<file path="config.mk">
export PLATFORM = sky130hd
export DESIGN_NAME = id_ex_pipe_reg
export DESIGN_NICKNAME = d
export VERILOG_FILES = /design/src/rtl/id_ex_pipe_reg.sv
export SDC_FILE = /design/constraint.sdc
export NUM_CORES = 1
export LEC_CHECK = 0
export ABC_AREA = 1
export CORE_ASPECT_RATIO = 2
export CORE_MARGIN = 2
export CORE_UTILIZATION = 37
export CTS_BUF_LIST = sky130_fd_sc_hd__clkbuf_4
export DETAILED_ROUTE_END_ITERATION = 6
export PLACE_DENSITY = 0.78
export SKIP_LAST_GASP = 1
export SLEW_MARGIN = 20
export SYNTH_ARGS = -nofsm -noshare
export SYNTH_HDL_FRONTEND = slang
export SYNTH_SLANG_ARGS = --single-unit
</file>
<file path="constraint.sdc">
create_clock -name clk -period 0.8 [get_ports clk]
set_input_delay 0.16 -clock clk [delete_from_list [all_inputs] [get_ports clk]]
set_output_delay 0.16 -clock clk [all_outputs]
set_load 0.05 [all_outputs]
</file>
<file path="src/rtl/id_ex_pipe_reg.sv">
// rtl/id_ex_pipe_reg.sv - ID/EX pipeline register with stall/flush; optional bubble counter (ID_EX_BUBBLE_CNT_EN)
module id_ex_pipe_reg #(
  parameter int DATA_WIDTH = 32,
  parameter int REG_ADDR_W = 5
) (
  input  logic                  clk,
  input  logic                  rst_n,
  input  logic                  StallE,
  input  logic                  FlushE,
  input  logic                  ValidD,
  input  logic                  RegWriteD,
  input  logic                  MemtoRegD,
  input  logic                  MemWriteD,
  input  logic                  ALUSrcD,
  input  logic                  RegDstD,
  input  logic [2:0]            ALUControlD,
  input  logic [DATA_WIDTH-1:0] RD1D,
  input  logic [DATA_WIDTH-1:0] RD2D,
  input  logic [DATA_WIDTH-1:0] SignImmD,
  input  logic [REG_ADDR_W-1:0] RsD,
  input  logic [REG_ADDR_W-1:0] RtD,
  input  logic [REG_ADDR_W-1:0] RdD,
  output logic                  ValidE,
  output logic                  RegWriteE,
  output logic                  MemtoRegE,
  output logic                  MemWriteE,
  output logic                  ALUSrcE,
  output logic                  RegDstE,
  output logic [2:0]            ALUControlE,
  output logic [DATA_WIDTH-1:0] RD1E,
  output logic [DATA_WIDTH-1:0] RD2E,
  output logic [DATA_WIDTH-1:0] SignImmE,
  output logic [REG_ADDR_W-1:0] RsE,
  output logic [REG_ADDR_W-1:0] RtE,
  output logic [REG_ADDR_W-1:0] RdE
`ifdef ID_EX_BUBBLE_CNT_EN
  ,
  output logic [15:0]           BubbleCntE
`endif
);

  localparam logic [2:0] ALU_ADD = 3'b010;

  logic                  valid_q, valid_d;
  logic                  reg_write_q, reg_write_d;
  logic                  mem_to_reg_q, mem_to_reg_d;
  logic                  mem_write_q, mem_write_d;
  logic                  alu_src_q, alu_src_d;
  logic                  reg_dst_q, reg_dst_d;
  logic [2:0]            alu_ctrl_q, alu_ctrl_d;
  logic [DATA_WIDTH-1:0] rd1_q, rd1_d;
  logic [DATA_WIDTH-1:0] rd2_q, rd2_d;
  logic [DATA_WIDTH-1:0] sign_imm_q, sign_imm_d;
  logic [REG_ADDR_W-1:0] rs_q, rs_d;
  logic [REG_ADDR_W-1:0] rt_q, rt_d;
  logic [REG_ADDR_W-1:0] rd_q, rd_d;

  // Bubble: all control deasserted, add opcode, zero specifiers so forwarding never matches.
  always_comb begin
    valid_d      = valid_q;
    reg_write_d  = reg_write_q;
    mem_to_reg_d = mem_to_reg_q;
    mem_write_d  = mem_write_q;
    alu_src_d    = alu_src_q;
    reg_dst_d    = reg_dst_q;
    alu_ctrl_d   = alu_ctrl_q;
    rd1_d        = rd1_q;
    rd2_d        = rd2_q;
    sign_imm_d   = sign_imm_q;
    rs_d         = rs_q;
    rt_d         = rt_q;
    rd_d         = rd_q;
    if (FlushE) begin
      valid_d      = 1'b0;
      reg_write_d  = 1'b0;
      mem_to_reg_d = 1'b0;
      mem_write_d  = 1'b0;
      alu_src_d    = 1'b0;
      reg_dst_d    = 1'b0;
      alu_ctrl_d   = ALU_ADD;
      rd1_d        = '0;
      rd2_d        = '0;
      sign_imm_d   = '0;
      rs_d         = '0;
      rt_d         = '0;
      rd_d         = '0;
    end else if (!StallE) begin
      valid_d      = ValidD;
      reg_write_d  = RegWriteD;
      mem_to_reg_d = MemtoRegD;
      mem_write_d  = MemWriteD;
      alu_src_d    = ALUSrcD;
      reg_dst_d    = RegDstD;
      alu_ctrl_d   = ALUControlD;
      rd1_d        = RD1D;
      rd2_d        = RD2D;
      sign_imm_d   = SignImmD;
      rs_d         = RsD;
      rt_d         = RtD;
      rd_d         = RdD;
    end
  end

  always_ff @(posedge clk or negedge rst_n) begin
    if (!rst_n) begin
      valid_q      <= 1'b0;
      reg_write_q  <= 1'b0;
      mem_to_reg_q <= 1'b0;
      mem_write_q  <= 1'b0;
      alu_src_q    <= 1'b0;
      reg_dst_q    <= 1'b0;
      alu_ctrl_q   <= ALU_ADD;
      rd1_q        <= '0;
      rd2_q        <= '0;
      sign_imm_q   <= '0;
      rs_q         <= '0;
      rt_q         <= '0;
      rd_q         <= '0;
    end else begin
      valid_q      <= valid_d;
      reg_write_q  <= reg_write_d;
      mem_to_reg_q <= mem_to_reg_d;
      mem_write_q  <= mem_write_d;
      alu_src_q    <= alu_src_d;
      reg_dst_q    <= reg_dst_d;
      alu_ctrl_q   <= alu_ctrl_d;
      rd1_q        <= rd1_d;
      rd2_q        <= rd2_d;
      sign_imm_q   <= sign_imm_d;
      rs_q         <= rs_d;
      rt_q         <= rt_d;
      rd_q         <= rd_d;
    end
  end

  assign ValidE      = valid_q;
  assign RegWriteE   = reg_write_q;
  assign MemtoRegE   = mem_to_reg_q;
  assign MemWriteE   = mem_write_q;
  assign ALUSrcE     = alu_src_q;
  assign RegDstE     = reg_dst_q;
  assign ALUControlE = alu_ctrl_q;
  assign RD1E        = rd1_q;
  assign RD2E        = rd2_q;
  assign SignImmE    = sign_imm_q;
  assign RsE         = rs_q;
  assign RtE         = rt_q;
  assign RdE         = rd_q;

`ifdef ID_EX_BUBBLE_CNT_EN
  logic [15:0] bubble_cnt_q, bubble_cnt_d;

  // Counts flushes and invalid loads; saturates so it never wraps back to a small value.
  always_comb begin
    bubble_cnt_d = bubble_cnt_q;
    if ((FlushE || (!StallE && !ValidD)) && (bubble_cnt_q != 16'hFFFF))
      bubble_cnt_d = bubble_cnt_q + 16'd1;
  end

  always_ff @(posedge clk or negedge rst_n) begin
    if (!rst_n) bubble_cnt_q <= 16'd0;
    else        bubble_cnt_q <= bubble_cnt_d;
  end

  assign BubbleCntE = bubble_cnt_q;
`endif

endmodule

</file>
# [Yosys cells after proc, flatten, opt, wreduce, memory -nomap -nowiden]
# Index checks and enable logic that the tools add are counted.
[word_totals] regBits=120 output_inout_bits=120 word_cells=40
[op_classes] eq_ne=1 muxes=26
[op_table] cell="32-bit two-way mux" count=6
[op_table] cell="5-bit two-way mux" count=6
[op_table] cell="1-bit two-way mux" count=12
[op_table] cell="3-bit two-way mux" count=2
[op_table] cell="2-bit by 1-bit != test with 1-bit output (second input constant)" count=1

# [Longest topological paths before layout]
[logic_depth] ltp_word=2 ltp_mapped=6

# [Least setup slack after synthesis]
# No wires, ideal clock.
[synth_timing] path_kind="reg2reg" start="register, netlist name ALUControlE[1]" end="register alu_ctrl_q[1], in the netlist ALUControlE[1]" setup_ns=0.061 arrival_time_ns=0.838 required_ns=0.739 path_slack_ns=-0.099 stages_incl_launch_ff=3 path_cell_list="dfstp_2 nand3_1 nand2_1"
[synth_lines] element="end signal, assigned" line_no="126" rtl="alu_ctrl_q <= alu_ctrl_d;"
[synth_lines] element="end, declared" line_no="50" rtl="logic [2:0] alu_ctrl_q, alu_ctrl_d;"

# [Worst setup path after layout]
[layout_timing] start="register alu_ctrl_q[1], in the netlist ALUControlE[1]" end="output ALUControlE[1]"
[layout_lines] element="end, declared" line_no="29" rtl="output logic [2:0] ALUControlE,"
# No word-level cell between the ends.

==> Flow_metrics.wiki <==
{| class="wikitable"
! Metric !! Value
|-
| Run status || finished with violations
|-
| Failing checks || setup timing
|-
| Remaining routing DRC violations || 0
|-
| Clock insertion delay at the later pin of the skew report || 0.52 ns
|-
| Crit share post-route || 174.6%
|-
| Arrival time at the worst endpoint || 1.24 ns
|-
| Post-CTS Hold Buffers || 1
|-
| Min setup slack post-route || -0.5969 ns
|-
| Clock slew at reported path FFs || 0.11 ns
|-
| Total power draw || 16.51 mW
|-
| Synthesis-to-layout area growth || 94.84%
|-
| Vias/cell || 5.012
|-
| Number of cells on the worst reg-to-reg path || 4
|-
| Maximum fanout along the worst path || 2
|-
| Number of cells in the finished layout apart from fillers || 951
|-
| RSZ-0062 raised after global routing || yes
|-
| Inst Count DP || 902
|-
| Most frequent cell after synthesis || sky130_fd_sc_hd__nand2_1
|-
| Overall die width || 84.77 um
|-
| Worst-Margin Slew || 0.2702 ns
|-
| IR Drop Worst-Case VDD || 1514 uV
|-
| Length of the first detailed-routing pass in iterations || 6
|-
| Core Area || 12840 um^2
|-
| Leading area contributor after synthesis || sky130_fd_sc_hd__dfrtp_1
|-
| Weighted congestion reported at the end of routability-driven placement || 0.8388
|-
| Headroom to the max-slew limit || 81.94%
|-
| Type of the worst setup path || reg -> out
|-
| Reg-to-reg critical path endpoint || ALUControlE[1]
|-
| Top-Level Pins || 244
|-
| CTS Buf Count || 17
|-
| Critical path's slowest cell || sky130_fd_sc_hd__dfstp_2
|-
| Asr flop ratio synth || 100.0%
|-
| Worst path required time || 0.64 ns
|-
| Number of enable flip-flop cells after synthesis || 0
|-
| Hold Fails Final Rpt || 0
|-
| Number of violations of the max-capacitance limit || 0
|-
| Share of the yosys chip area belonging to registers || 62.23%
|-
| Sequential Area || 3153 um^2
|-
| Number of rows in the core area || 59
|-
| Total wire length after detailed routing || 16150 um
|-
| Post-synthesis cell area || 4827 um^2
|-
| Clock tree from TritonCTS || done
|-
| Final layout net count || 909
|-
| Buffer cell driving the clock tree root || sky130_fd_sc_hd__clkbuf_4
|-
| Mean Syn Cell Area || 9.195 um^2
|-
| CTS H-Tree Depth || 4
|-
| Fill count || 860
|-
| Chip Height || 165.5 um
|-
| Clock Skew || 0 ns
|-
| Final design utilization || 73.22%
|-
| GRT Total Usage || 22.95%
|-
| CP delay by family, top || flip-flops
|-
| Area used by multi-input combinational logic || 1560 um^2
|-
| Delay of the slowest critical-path stage || 0.58 ns
|-
| Via count of the routed design || 4766
|-
| Syn Inst Count || 525
|-
| First-pass GRT wire length || 25020 um
|-
| Aggregate global routing overflow || 0
|-
| Total of endpoints with negative setup slack in the final report || 124
|-
| Chain of cells forming the critical path || buf_12
|-
| Maximum number of pins on one net before global-route repair || 59
|-
| Pleak || 4.397 nW
|-
| Leading register cell type out of synthesis || sky130_fd_sc_hd__dfrtp_1
|-
| Min-delay worst type || in -> async
|-
| Post-DP HPWL || 11020 um
|-
| FF-to-FF Start || ALUControlE[1]
|-
| Count of pins over their slew limit || 0
|-
| Setup crit start kind || flip-flop
|-
| Clk sinks || 120
|-
| Number of register bits inferred by synthesis || 120
|-
| CP Capture Type || output port
|-
| Pwr/cell area || 1755 nW/um^2
|-
| Synth top area cells || sky130_fd_sc_hd__dfrtp_1 62%, sky130_fd_sc_hd__nand2_1 19%, sky130_fd_sc_hd__nand3_1 12%, sky130_fd_sc_hd__buf_6 2.6%, sky130_fd_sc_hd__buf_4 1.9%
|-
| Synthesized netlist net count || 649
|-
| Final critical-path required period || 1.397 ns
|-
| Die Footprint || 14030 um^2
|-
| Number of antenna violations at the first check in global routing || 1
|-
| Number of nets with antenna violations after detailed routing || 0
|-
| Max Clock Freq || 715.9 MHz
|-
| Via count of the first global-routing pass || 4887
|-
| Fraction of layout cells with a size suffix above 1 || 40.23%
|-
| Yosys top cell area share || 61.69%
|-
| Count of routing violations after the opening detailed-route iteration || 230
|-
| Clock buffer depth || 2
|-
| Buf/Inv on CP || 1
|-
| Flop-to-flop setup slack || -0.11 ns
|-
| Top cell types by occurrence after synthesis || 242 x sky130_fd_sc_hd__nand2_1, 120 x sky130_fd_sc_hd__nand3_1, 119 x sky130_fd_sc_hd__dfrtp_1
|-
| Count of cell types in the netlist || 11
|-
| Count of port buffers added during placement || 243
|-
| Syn. warnings || 0
|-
| Starting density of the core || 37.58%
|-
| DP Worst Slack || -0.6479 ns
|-
| Wire length per cell || 16.98 um
|}
flip-flops by register name, indices dropped and copies added (netlist names):
signal	flops
RD1E	32
RD2E	32
SignImmE	32
RdE	5
RsE	5
RtE	5
ALUControlE	3
ALUSrcE	1
MemWriteE	1
MemtoRegE	1
RegDstE	1
RegWriteE	1
ValidE	1
cell type report:
class	instances	share of cell area (%)
sequential	120	33.52
timing repair buffer	281	44.07
inverter	2	0.09312
tap	152	2.022
multi-input combinational	363	16.59
antenna	1	0.02661
clock buffer	19	1.517
clock inverter	13	2.155
power breakdown:
part	leakage, nW	internal [mW]	switching (mW)
registers	1.42	6.47	0.399
logic	2.79	2.23	2.18
clock network	0.184	2.85	2.38
total	4.40	11.6	4.96
stage by stage:
step	hold slack, ns	instance area [um^2]	TNS [ns]
after floorplan	-0.1356	5001	-2.422
after global placement	0.03603	8796	-67.73
after detailed placement	0.03642	8796	-68.49
after CTS	-0.01577	9300	-64.01
after global routing	-0.004752	9405	-66.09
final	0.05800	9405	-57.80
worst max-delay path by stage:
stage          cells after the start              to            from
2_1_floorplan                      2  ALUControlE[1]  ALUControlE[1]
3_3_place_gp                       6          RdE[4]          FlushE
3_5_place_dp                       6        RD1E[27]          FlushE
4_1_cts                            1  ALUControlE[1]  ALUControlE[1]
5_1_grt                            1  ALUControlE[1]  ALUControlE[1]
6_report                           1  ALUControlE[1]  ALUControlE[1]
logic make-up (layout without fill, tap and decap cells):
logic type | Yosys count | count (layout) | share of synthesized area [%]
AND/OR/NAND/NOR | 363 | 363 | 31.49
flip-flops | 120 | 120 | 62.23
buffers and inverters | 42 | 315 | 6.273
other | 0 | 1 | 0
placed cells by master, fill, tap and decap left out:
cell                              netlist  layout
sky130_fd_sc_hd__nor2_4                 1       1
sky130_fd_sc_hd__dfrtp_2                0     119
sky130_fd_sc_hd__dlygate4sd3_1          0       1
sky130_fd_sc_hd__dlygate4sd2_1          0       1
sky130_fd_sc_hd__clkdlybuf4s50_1        0     120
sky130_fd_sc_hd__buf_4                 12      18
sky130_fd_sc_hd__nand2_2                0       2
sky130_fd_sc_hd__nand3_2                0       7
sky130_fd_sc_hd__clkbuf_4               0      19
sky130_fd_sc_hd__bufinv_16              0       5
sky130_fd_sc_hd__nand2_1              242     240
sky130_fd_sc_hd__clkinvlp_4             0       1
sky130_fd_sc_hd__bufbuf_16              0       3
sky130_fd_sc_hd__clkinv_4               0       3
sky130_fd_sc_hd__diode_2                0       1
sky130_fd_sc_hd__clkinv_2               0       4
sky130_fd_sc_hd__buf_12                 0     130
sky130_fd_sc_hd__nand3_1              120     113
sky130_fd_sc_hd__inv_1                  1       1
sky130_fd_sc_hd__dfstp_2                1       1
sky130_fd_sc_hd__clkinv_1               0       1
sky130_fd_sc_hd__buf_6                 11       8
repair_timing:
item                                   in CTS  in global routing
buffers inserted                            7                  8
endpoints found under the hold margin     120                  8
gates resized for setup                     1                 16
cloned                                      3                  0
setup endpoints to repair                 127                128
pin swaps                                   1                  8
per-layer routing:
layer  up-vias  share of wire (%)  global-route usage [%]
li1       2198                  -                       -
met1      2265                 38                   26.36
met2       279                 49                   37.69
met3        24                 12                   10.88
met4         0                1.7                   7.576
met5         -                  0                       0
(Power assumes the default switching activity.)
